$ cat src/rtl/chip8_pkg.sv
// Shared types for the CHIP-8 keypad consumer logic.
//   key_idx_t    : 4-bit key index (0..15)
//   key_map_t    : 16-bit key bitmap, bit n = key n
//   wait_state_t : FX0A wait-for-key FSM states
//   NUM_KEYS     : number of keys on the hex keypad
package chip8_pkg;

    localparam int NUM_KEYS = 16;

    typedef logic [3:0]  key_idx_t;
    typedef logic [15:0] key_map_t;

    typedef enum logic [1:0] {
        IDLE,
        ARMED,
        HOLD,
        DONE
    } wait_state_t;

endpackage

$ cat src/rtl/key_debounce.sv
// Single-key debouncer.
// The debounced output flips only after the raw input has disagreed with it
// for DEBOUNCE_CYCLES consecutive clock edges; any agreeing sample restarts
// the count.
//   i_clock : system clock
//   i_reset : asynchronous active-high reset (output and counter clear)
//   i_raw   : raw key level from the scanner
//   o_db    : debounced key level
module key_debounce #(
    parameter int  DEBOUNCE_CYCLES = 16,
    localparam int CNT_W           = $clog2(DEBOUNCE_CYCLES + 1)
) (
    input  logic i_clock,
    input  logic i_reset,
    input  logic i_raw,
    output logic o_db
);

    logic [CNT_W-1:0] cnt;
    logic             db;

    // The counter tops out at DEBOUNCE_CYCLES-1: the edge that would take it
    // to DEBOUNCE_CYCLES flips the state and clears it instead, so it never wraps.
    always_ff @(posedge i_clock or posedge i_reset) begin
        if (i_reset) begin
            cnt <= '0;
            db  <= 1'b0;
        end else if (i_raw == db) begin
            cnt <= '0;
        end else if (cnt == CNT_W'(DEBOUNCE_CYCLES - 1)) begin
            cnt <= '0;
            db  <= ~db;
        end else begin
            cnt <= cnt + CNT_W'(1);
        end
    end

    assign o_db = db;

endmodule

$ cat src/rtl/chip8_key_ctrl.sv
// CHIP-8 keypad consumer: debounces the scanner bitmap, answers SKP/SKNP
// key queries and runs the FX0A wait-for-key handshake.
//   i_clock, i_reset   : clock / asynchronous active-high reset
//   i_keys             : raw 16-bit key bitmap from the scanner
//   o_keys_db          : debounced key bitmap
//   o_any_pressed      : OR of o_keys_db
//   i_query_key        : key index for SKP/SKNP
//   o_query_pressed    : o_keys_db[i_query_key], combinational
//   i_wait_req         : pulse, start an FX0A wait
//   i_wait_abort       : cancel an in-progress wait
//   o_wait_busy        : wait in progress (ARMED/HOLD/DONE)
//   o_wait_done        : one-cycle completion pulse
//   o_wait_key         : captured key, held until the next completion
module chip8_key_ctrl
    import chip8_pkg::*;
#(
    parameter int DEBOUNCE_CYCLES = 16
) (
    input  logic        i_clock,
    input  logic        i_reset,
    input  logic [15:0] i_keys,
    output logic [15:0] o_keys_db,
    output logic        o_any_pressed,
    input  logic [3:0]  i_query_key,
    output logic        o_query_pressed,
    input  logic        i_wait_req,
    input  logic        i_wait_abort,
    output logic        o_wait_busy,
    output logic        o_wait_done,
    output logic [3:0]  o_wait_key
);

    key_map_t    keys_db;
    key_map_t    keys_db_q;
    key_map_t    rise;
    wait_state_t state;
    key_idx_t    captured;
    logic        busy;
    logic        done;
    key_idx_t    wait_key;

    function automatic key_idx_t lowest_set(input key_map_t m);
        key_idx_t idx;
        idx = '0;
        for (int n = NUM_KEYS - 1; n >= 0; n--) begin
            if (m[n]) idx = key_idx_t'(n);
        end
        return idx;
    endfunction

    for (genvar n = 0; n < NUM_KEYS; n++) begin : g_key
        key_debounce #(
            .DEBOUNCE_CYCLES(DEBOUNCE_CYCLES)
        ) u_db (
            .i_clock(i_clock),
            .i_reset(i_reset),
            .i_raw  (i_keys[n]),
            .o_db   (keys_db[n])
        );
    end

    always_ff @(posedge i_clock or posedge i_reset) begin
        if (i_reset) begin
            keys_db_q <= '0;
        end else begin
            keys_db_q <= keys_db;
        end
    end

    // Only fresh presses count: a key already held when the wait is armed
    // has db_q set, so it never produces a rise.
    assign rise = keys_db & ~keys_db_q;

    always_ff @(posedge i_clock or posedge i_reset) begin
        if (i_reset) begin
            state    <= IDLE;
            captured <= '0;
            busy     <= 1'b0;
            done     <= 1'b0;
            wait_key <= '0;
        end else begin
            case (state)
                IDLE: begin
                    // Abort takes priority over a simultaneous request.
                    if (i_wait_req && !i_wait_abort) begin
                        state <= ARMED;
                        busy  <= 1'b1;
                    end
                end
                ARMED: begin
                    if (i_wait_abort) begin
                        state <= IDLE;
                        busy  <= 1'b0;
                    end else if (|rise) begin
                        captured <= lowest_set(rise);
                        state    <= HOLD;
                    end
                end
                HOLD: begin
                    if (i_wait_abort) begin
                        state <= IDLE;
                        busy  <= 1'b0;
                    end else if (!keys_db[captured]) begin
                        state    <= DONE;
                        done     <= 1'b1;
                        wait_key <= captured;
                    end
                end
                DONE: begin
                    state <= IDLE;
                    done  <= 1'b0;
                    busy  <= 1'b0;
                end
                default: begin
                    state <= IDLE;
                    done  <= 1'b0;
                    busy  <= 1'b0;
                end
            endcase
        end
    end

    assign o_keys_db       = keys_db;
    assign o_any_pressed   = |keys_db;
    assign o_query_pressed = keys_db[i_query_key];
    assign o_wait_busy     = busy;
    assign o_wait_done     = done;
    assign o_wait_key      = wait_key;

endmodule
$ cat config.mk
export PLATFORM = sky130hd
export DESIGN_NAME = chip8_key_ctrl
export DESIGN_NICKNAME = d
export VERILOG_FILES = /design/src/rtl/chip8_pkg.sv /design/src/rtl/key_debounce.sv /design/src/rtl/chip8_key_ctrl.sv
export SDC_FILE = /design/constraint.sdc
export NUM_CORES = 1
export LEC_CHECK = 0
export BUFFER_PORTS_ARGS = -buffer_cell sky130_fd_sc_hd__buf_2
export CORE_ASPECT_RATIO = 1.5
export CORE_MARGIN = 5
export CORE_UTILIZATION = 51
export CTS_BUF_LIST = sky130_fd_sc_hd__clkbuf_8
export DETAILED_ROUTE_END_ITERATION = 10
export PLACE_DENSITY = 0.72
export SLEW_MARGIN = 10
export SYNTH_ARGS = -nofsm -noshare
export SYNTH_HDL_FRONTEND = slang
export SYNTH_HIERARCHICAL = 1
export SYNTH_SLANG_ARGS = --single-unit
$ cat constraint.sdc
create_clock -name i_clock -period 1.84 [get_ports i_clock]
set_input_delay 0.368 -clock i_clock [delete_from_list [all_inputs] [get_ports i_clock]]
set_output_delay 0.368 -clock i_clock [all_outputs]
set_load 0.01 [all_outputs]
==> results of run 1 <==
[worst max-delay path: cells and delay by family, from the launching register on]
| family | cells | cell delay (ns) |
|---|---|---|
| buffers and inverters | 1 | 0.15 |
| flip-flops | 1 | 0.42 |
| multiplexers | 2 | 1.01 |
[timing repair]
action,CTS,global route
buffers inserted,6,2
gates cloned,0,0
resized for setup,15,18
hold buffers,0,0
pin swaps,7,3
endpoints found under the setup margin,11,12
[layout make-up]
cell class	count	area share (%)
clock buffers	21	3.93
multi-input cells	327	37.1
inverters	38	1.94
repair buffers	108	9.88
well taps	150	2.55
diodes	1	0.0340
flip-flops and latches	124	42.3
clock inverters	11	2.25
[cell usage in the layout, fill, tap and decap left out, types with 3 or more instances in the layout]
cell type   count
a21oi_1         5
and2_1         16
and3_2         15
buf_2          46
buf_4          56
buf_6           5
bufinv_16       4
clkbuf_8       21
clkinvlp_4      3
dfrtp_1       115
dfrtp_2         9
ha_1           21
inv_1          38
mux2_1         19
mux2_4          6
mux4_2          7
nand2b_1        9
nand3_1        17
nand3_2        16
nor2_1         43
nor2_2         31
nor2b_1        13
nor4_1          3
nor4_2          3
o21ai_1         3
o21ai_2        15
xor2_1         48
[where the power goes]
part,internal [W],total (W),switching (W)
clock,0.00161,0.00267,0.00106
combinational,0.000305,0.000684,0.000378
sequential,0.00286,0.00298,0.000113
total,0.00478,0.00633,0.00155
[final timing paths]
check	slack, ns	end	depth (start not counted)	from
max in group asynchronous	1.32	captured[0]	3	i_reset
worst max-delay path	-0.54	o_query_pressed	3	g_key[15].u_db/o_db
worst min register to register	0.46	g_key[1].u_db/cnt[0]	1	g_key[1].u_db/cnt[0]
worst max register to register	-0.20	o_wait_key[1]	8	g_key[8].u_db/o_db
worst min-delay path	0.05	g_key[15].u_db/cnt[4]	2	i_reset
min in group i_clock	0.18	g_key[15].u_db/o_db	2	i_keys[15]
[state kept, by name (all words and copies together) (netlist names)]
name / count
g_key.u_db/cnt: 80
o_wait_key: 4
o_wait_done: 1
g_key.u_db/o_db: 16
captured: 4
o_wait_busy: 1
keys_db_q: 16
state: 2
[metrics by stage]
step / setup WS, ns / total power (W) / cell area, µm²
after floorplan: -0.0356 / 0.00347 / 5870
after global placement: -0.181 / 0.00366 / 6680
after detailed placement: -0.200 / 0.00371 / 6680
after CTS: -0.561 / 0.00640 / 7260
after global routing: -0.595 / 0.00662 / 7350
final: -0.543 / 0.00633 / 7350
[metal layers]
layer  GRT usage (%)  up-vias  wire, µm
met5               0        -        19
met4            6.49        4       178
met3            5.59       20       478
met2            32.9       59      6480
met1            20.6     1998      4800
li1                -     1905         -
[cell families after synthesis]
logic type	after synthesis	synth area share [%]
xor gates and xnor gates	48	7.20
AOI/OAI and AO/OA	37	4.95
adders and majority gates	21	4.50
muxes	35	8.29
buffers and inverters	40	2.76
DFF	124	53.1
and+or+nand+nor	186	19.2
==> metrics.txt, run 1 <==
outcome finished, violations left; failing checks setup timing; vias post-DR 3986; Vias/cell 5.11; Worst Setup End Kind output port; critical path arrival 2.01 ns; Routed WL 12000 µm; Top FF cell, synth dfrtp_1; top-count cell post-synth dfrtp_1; RSZ-0062 raised after global routing true; total grt overflow 0; Core ar. 11400 µm²; worst hold path type input pin to asynchronous set/reset pin; FP Rows 48; Power Dens Cells 861 nW/µm²; Num CTS Buffers 17; Ports 48; Residual DRC 0; syn_nets 536; Mapped Avg Cell Area 11.9 µm²; first-pass iteration count of the detailed router 5; WS Path Type register to output port; Tcrit/Tclk final 129%; Die Span X 97.4 µm; H-tree Lvls 4; clk slew on worst S/H paths 0.07 ns; Synth Cell Area 5840 µm²; Lkg Pwr 3.92 nW; Ys Warns 6; synthesized instance count 491; CP required 1.47 ns; setup violators final 11; area leader, netlist dfrtp_1; Post-DP HPWL 8800 µm; Avg WL per Cell 15.3 µm; antenna violations before repair 2; Fin Clk Skew 0.0101 ns; worst hold slack 0.0523 ns; Initial Util 51.4%; Netlist cell types 43; Bufs on Longest Clock Path 2; Synth top cells by count dfrtp_1 (124), xor2_1 (48), nor2_1 (43); largest net degree at the start of global routing 29; CP cell instances mux4_2, mux4_2, buf_6; number of synthesized flops with an enable pin 0; Seq cells post-synth 124; IO buf count 47; minimum clock period 2.38 ns; Worst Setup Slack, final -0.543 ns; relative slew slack 72.0%; area of the multi-input gates 2730 µm²; Slew Limit Fails 0; final RePlAce weighted congestion 0.838; full die area 13700 µm²; sequential cell area fraction in the yosys report 53.1%; clock net sink count 124; Cells after DPL 739; CTS tree done; Root Driver clkbuf_8; Storage cell area 3110 µm²; vias in the first global route 4319; Hold Violations, Final 0; FILL cells 860; CP max FO 3; # nets final 661; Critical Path Most Common Cell mux4_2; asr flop ratio synth 100%; Clock Latency Late Sink 0.43 ns; crit path max-delay cell type mux4_2; largest cells by area after synthesis dfrtp_1 (53%), xor2_1 (7.2%), ha_1 (4.5%); Die Span Y 141 µm; layout cells sized above 1 41.0%; non-filler cells, final 780; Layout area overhead 25.9%; total track usage 18.3%; max-cap viol count 0; Synth top area share 53.1%; Fmax 420 MHz; crit-path max cell delay 0.53 ns; Sum Neg Setup Slack -2.04 ns; Detailed Route Iter0 Violations 167; Worst Tran Pin Value 0.420 ns; crit start category register; Antenna Nets Post-Route 0; Peak VDD IR 544 µV; Util after Layout 64.8%; global-route wire length before repair 20200 µm
(Power assumes the default switching activity.)
==> run 2: changes to the inputs <==
- PLACE_DENSITY: 0.72 -> 0.7
- clock period: 1.84 -> 2.3 ns (I/O delays scaled with it)
==> metrics.txt, run 2 (synthesized netlist as in run 1, its figures left out) <==
outcome finished, violations left (unchanged); failing checks setup timing (unchanged); FP Rows 48 (unchanged); first-pass iteration count of the detailed router 4 (was 5); Detailed Route Iter0 Violations 178 (was 167); worst hold path type input pin to asynchronous set/reset pin (unchanged); Worst Tran Pin Value 0.481 ns (was 0.420 ns); crit start category register (unchanged); Root Driver clkbuf_8 (unchanged); Critical Path Most Common Cell mux4_2 (unchanged); Vias/cell 5.13 (was 5.11); Post-DP HPWL 8400 µm (was 8800 µm); Lkg Pwr 3.63 nW (was 3.92 nW); global-route wire length before repair 19600 µm (was 20200 µm); Fin Clk Skew 0.0109 ns (was 0.0101 ns); Ports 48 (unchanged); antenna violations before repair 1 (was 2); Core ar. 11400 µm² (unchanged); full die area 13700 µm² (unchanged); Sum Neg Setup Slack -0.147 ns (was -2.04 ns); Bufs on Longest Clock Path 2 (unchanged); Num CTS Buffers 17 (unchanged); Antenna Nets Post-Route 0 (unchanged); CP required 1.84 ns (was 1.47 ns); Power Dens Cells 662 nW/µm² (was 861 nW/µm²); Slew Limit Fails 0 (unchanged); Pwr Total 0.00449 W (was 0.00633 W); Fmax 409 MHz; Initial Util 51.4% (unchanged); Util after Layout 59.7% (was 64.8%); Residual DRC 0 (unchanged); final RePlAce weighted congestion 0.863 (was 0.838); Die Span Y 141 µm (unchanged); # nets final 624 (was 661); delay-heaviest family, CP multiplexers (unchanged); CTS tree done (unchanged); CP max FO 5 (was 3); max reg flops 80 (unchanged); Worst Setup Slack, final -0.147 ns (was -0.543 ns); Layout area overhead 16.0% (was 25.9%); CP cell instances mux4_2, mux4_2, buf_6 (unchanged); Clock Latency Late Sink 0.42 ns (was 0.43 ns); crit-path max cell delay 0.52 ns (was 0.53 ns); max-cap viol count 0 (unchanged); Worst Setup End Kind output port (unchanged); H-tree Lvls 4 (unchanged); critical path arrival 1.99 ns (was 2.01 ns); Tcrit/Tclk final 106%; crit path max-delay cell type mux4_2 (unchanged); setup violators final 1 (was 11); Avg WL per Cell 15.2 µm (was 15.3 µm); clock net sink count 124 (unchanged); Buf/Inv on CP 1 (unchanged); total grt overflow 0 (unchanged); total track usage 17.8% (was 18.3%); hold bufs inserted after CTS 0 (unchanged); dpl ws 0.0798 ns (was -0.200 ns); Hold Violations, Final 0 (unchanged); clk slew on worst S/H paths 0.07 ns (about the same); largest reg by FF count g_key.u_db/cnt (unchanged); relative slew slack 67.6% (was 72.0%); reg-to-reg startpoint g_key[9].u_db/o_db (was g_key[8].u_db/o_db); commonest non-fill, non-tap cell in the layout dfrtp_1 (unchanged); largest net degree at the start of global routing 29 (unchanged); Ant. Diodes 0 (was 1); vias in the first global route 4162 (was 4319); RSZ-0062 raised after global routing true (unchanged); WS Path Type register to output port (unchanged); vias post-DR 3805 (was 3986); CP startpoint g_key[13].u_db/o_db (was g_key[15].u_db/o_db); Die Span X 97.4 µm (unchanged); Routed WL 11300 µm (was 12000 µm); layout cells sized above 1 32.9% (was 41.0%); IO buf count 47 (unchanged); minimum clock period 2.45 ns; Peak VDD IR 429 µV (was 544 µV); most frequent cells in the layout dfrtp_1 (115), xor2_1 (48), buf_2 (46) (was dfrtp_1 (115), buf_4 (56), xor2_1 (48))
[run 2: cell types whose count changed in the layout (fill, tap and decap cells not counted), sizes merged]
cell | before | now
buf | 108 | 71
inv | 38 | 44
clkbuf | 21 | 17
bufinv | 4 | 1
clkinv | 4 | 6
clkinvlp | 3 | 2
diode | 1 | 0
[run 2: metal layers]
layer,vias up,part of all wire [%],global-route usage [%]
li1,1829,-,-
met1,1888,41,20.3
met2,73,53,31.8
met3,13,4.6,5.35
met4,2,1.4,6.13
met5,-,0.062,0
[run 2: final timing paths]
kind | endpoint | slack [ns] | cells after the start
min reg2reg | g_key[8].u_db/cnt[0] | 0.45 | 1
max | o_query_pressed | -0.15 | 3
min in group i_clock | g_key[0].u_db/o_db | 0.28 | 2
max in group asynchronous | keys_db_q[10] | 1.70 | 3
min | g_key[3].u_db/o_db | 0.15 | 2
max reg2reg | state[1] | 0.17 | 7
[run 2: final cells by class]
cell class / count / area, µm²
clock buffers: 17 / 234
clock inverters: 15 / 96.3
fillers: 963 / 4580
inverters: 38 / 143
multi-input cells: 327 / 2570
flip-flops and latches: 124 / 3110
well taps: 150 / 188
repair buffers: 71 / 422
[run 2: timing repair]
action,in CTS,in global routing
gates resized for setup,10,0
buffers inserted,9,0
endpoints found under the setup margin,1,1
[run 2: per-stage QoR]
step	hold WS (ns)	instance area [µm²]	instances
4_1_cts	0.156	6770	742
3_3_place_gp	0.442	6360	701
2_1_floorplan	0.251	5840	491
6_report	0.153	6770	742
5_1_grt	0.175	6770	742
3_5_place_dp	0.452	6360	701
[run 2: power breakdown]
| group | internal, W | switching, W | leakage (nW) |
|---|---|---|---|
| clock | 0.000812 | 0.000788 | 0.193 |
| sequential | 0.00229 | 0.0000884 | 1.67 |
| combinational | 0.000219 | 0.000286 | 1.77 |
==> run 3: changes to the inputs <==
- CTS_CLUSTER_DIAMETER: unset -> 40
- PLACE_DENSITY: 0.7 -> 0.72
- clock period: 2.3 -> 2.25 ns (I/O delays scaled with it)
==> metrics.txt, run 3 (synthesized netlist as in run 1, its figures left out) <==
Sum Neg Setup Slack -0.187 ns (was -0.147 ns); CTS tree done (unchanged); relative slew slack 69.7% (was 67.6%); CP max FO 2 (was 5); Stages on worst setup path 3 (unchanged); Fin Clk Skew 0.00707 ns (was 0.0109 ns); Num CTS Buffers 17 (unchanged); Met3 Wirelength 709 µm (was 514 µm); RSZ-0062 raised after global routing true (unchanged); hold bufs inserted after CTS 0 (unchanged); Lkg Pwr 3.68 nW (was 3.63 nW); crit start category register (unchanged); combinational share of power 10.4% (was 11.3%); Fmax 410 MHz; Worst Tran Pin Value 0.450 ns (was 0.481 ns); Critical Path Most Common Cell mux4_2 (unchanged); met2 wire length 6070 µm (was 5940 µm); sequential power share 49.0% (was 53.1%); clk slew on worst S/H paths 0.07 ns (about the same); clock net sink count 124 (unchanged); non-filler cells, final 746 (was 742); CP cell instances mux4_2, mux4_2, buf_6 (unchanged); Hold Violations, Final 0 (unchanged); layout cells sized above 1 34.6% (was 32.9%); first-pass iteration count of the detailed router 4 (unchanged); critical path arrival 1.99 ns (about the same); switch share 24.0% (was 25.9%); Initial Util 51.4% (unchanged); total grt overflow 0 (unchanged); crit path max-delay cell type mux4_2 (unchanged); CP Capture Point o_query_pressed (unchanged); most frequent cells in the layout dfrtp_1 (110), xor2_1 (48), buf_2 (46) (was dfrtp_1 (115), xor2_1 (48), buf_2 (46)); Post-DP HPWL 8370 µm (was 8400 µm); total track usage 18.2% (was 17.8%); Worst Setup End Kind output port (unchanged); reg-to-reg startpoint g_key[7].u_db/o_db (was g_key[9].u_db/o_db); WS Path Type register to output port (unchanged); Top Layer Used met4 (was met5); Worst R2R Setup Slack 0.11 ns (was 0.17 ns); Residual DRC 0 (unchanged); CP startpoint g_key[13].u_db/o_db (unchanged); Ports 48 (unchanged); Die Span Y 141 µm (unchanged); failing checks setup timing (unchanged); Peak VDD IR 435 µV (was 429 µV); Critical R2R Capture state[1] (unchanged); Net Switching 0.00119 W (was 0.00116 W); Design Area, Final 6900 µm² (was 6770 µm²); Die Span X 97.4 µm (unchanged); H-tree Lvls 4 (unchanged); clock power share 40.6% (was 35.7%); Root Driver clkbuf_8 (unchanged); met1 wire length 4300 µm (was 4630 µm); Antenna Nets Post-Route 0 (unchanged); # nets final 627 (was 624); Layout area overhead 18.1% (was 16.0%); IO buf count 47 (unchanged); delay-heaviest family, CP multiplexers (unchanged); DP Area 6330 µm² (was 6360 µm²); Bufs on Longest Clock Path 2 (unchanged); Buf/Inv on CP 1 (unchanged); worst hold slack 0.135 ns (was 0.153 ns); setup violators final 1 (unchanged); Vias/cell 5.18 (was 5.13); Clock Latency Late Sink 0.43 ns (was 0.42 ns); final RePlAce weighted congestion 0.820 (was 0.863); worst hold path type input pin to asynchronous set/reset pin (unchanged); vias in the first global route 4267 (was 4162); Tcrit/Tclk final 108%; Avg WL per Cell 15.2 µm (about the same); full die area 13700 µm² (unchanged); vias post-DR 3861 (was 3805); Detailed Route Iter0 Violations 149 (was 178); largest net degree at the start of global routing 18 (was 29); max-cap viol count 0 (unchanged); Cells after DPL 698 (was 701); max reg flops 80 (unchanged); Worst Setup Slack, final -0.187 ns (was -0.147 ns); FP Rows 48 (unchanged); global-route wire length before repair 19900 µm (was 19600 µm); total internal power 0.00377 W (was 0.00332 W); Pwr Total 0.00496 W (was 0.00449 W); commonest non-fill, non-tap cell in the layout dfrtp_1 (unchanged); Core ar. 11400 µm² (unchanged); outcome finished, violations left (unchanged); Reg2Reg Depth 6 (was 7); CP required 1.80 ns (was 1.84 ns); crit-path max cell delay 0.53 ns (was 0.52 ns); antenna violations before repair 0 (was 1); Slew Limit Fails 0 (unchanged); Power Dens Cells 720 nW/µm² (was 662 nW/µm²); minimum clock period 2.44 ns; Routed WL 11300 µm (about the same); largest reg by FF count g_key.u_db/cnt (unchanged)
-- run 3: worst min-delay path by stage --
stage	from	endpoint	slack (ns)	cells after the start
2_1_floorplan	i_reset	g_key[0].u_db/cnt[0]	0.24	1
3_3_place_gp	g_key[10].u_db/cnt[0]	g_key[10].u_db/cnt[0]	0.44	1
3_5_place_dp	g_key[3].u_db/cnt[0]	g_key[3].u_db/cnt[0]	0.45	1
4_1_cts	i_reset	g_key[7].u_db/cnt[0]	0.12	2
5_1_grt	i_reset	g_key[12].u_db/cnt[1]	0.15	2
6_report	i_reset	g_key[8].u_db/cnt[2]	0.13	2
-- run 3: worst reg2reg max path, cell delays in order, from the launching register on --
cell      delay, ns
dfrtp_2        0.42
buf_4          0.16
mux4_2         0.45
mux2i_1        0.24
nor3_1         0.09
a311oi_2       0.29
mux2_1         0.36
-- run 3: timing repair --
action / in CTS / in global routing
endpoints found under the setup margin: 1 / 3
hold endpoints to repair: 0 / 0
resized for setup: 14 / 3
buffers inserted: 15 / 0
pin swaps: 0 / 0
-- run 3: per-layer routing --
layer / vias to the layer above / track usage (%)
met5: - / 0
met4: 0 / 7.66
met3: 19 / 6.09
met2: 84 / 32.0
met1: 1911 / 19.9
li1: 1847 / -
-- run 3: power groups by stage --
stage / clock, W / sequential, W / combinational [W]
global placement: 0 / 0.00247 / 0.000498
global route: 0.00217 / 0.00245 / 0.000599
floorplan: 0 / 0.00246 / 0.000377
detailed placement: 0 / 0.00248 / 0.000522
finish: 0.00201 / 0.00243 / 0.000516
CTS: 0.00207 / 0.00243 / 0.000527
-- run 3: cell type report --
type / count / area [µm²]
Inverter: 38 / 143
Fill cell: 916 / 4460
Clock inverter: 14 / 163
Tap cell: 150 / 188
Timing Repair Buffer: 74 / 444
Sequential cell: 124 / 3120
Clock buffer: 18 / 248
Multi-Input combinational cell: 327 / 2590
Antenna cell: 1 / 2.50
-- run 3: per-stage QoR --
step	util, %	setup slack [ns]
floorplan	-	0.332
global placement	55.8	0.0578
detailed placement	55.8	0.0137
CTS	60.6	-0.225
global route	60.7	-0.236
finish	60.7	-0.187
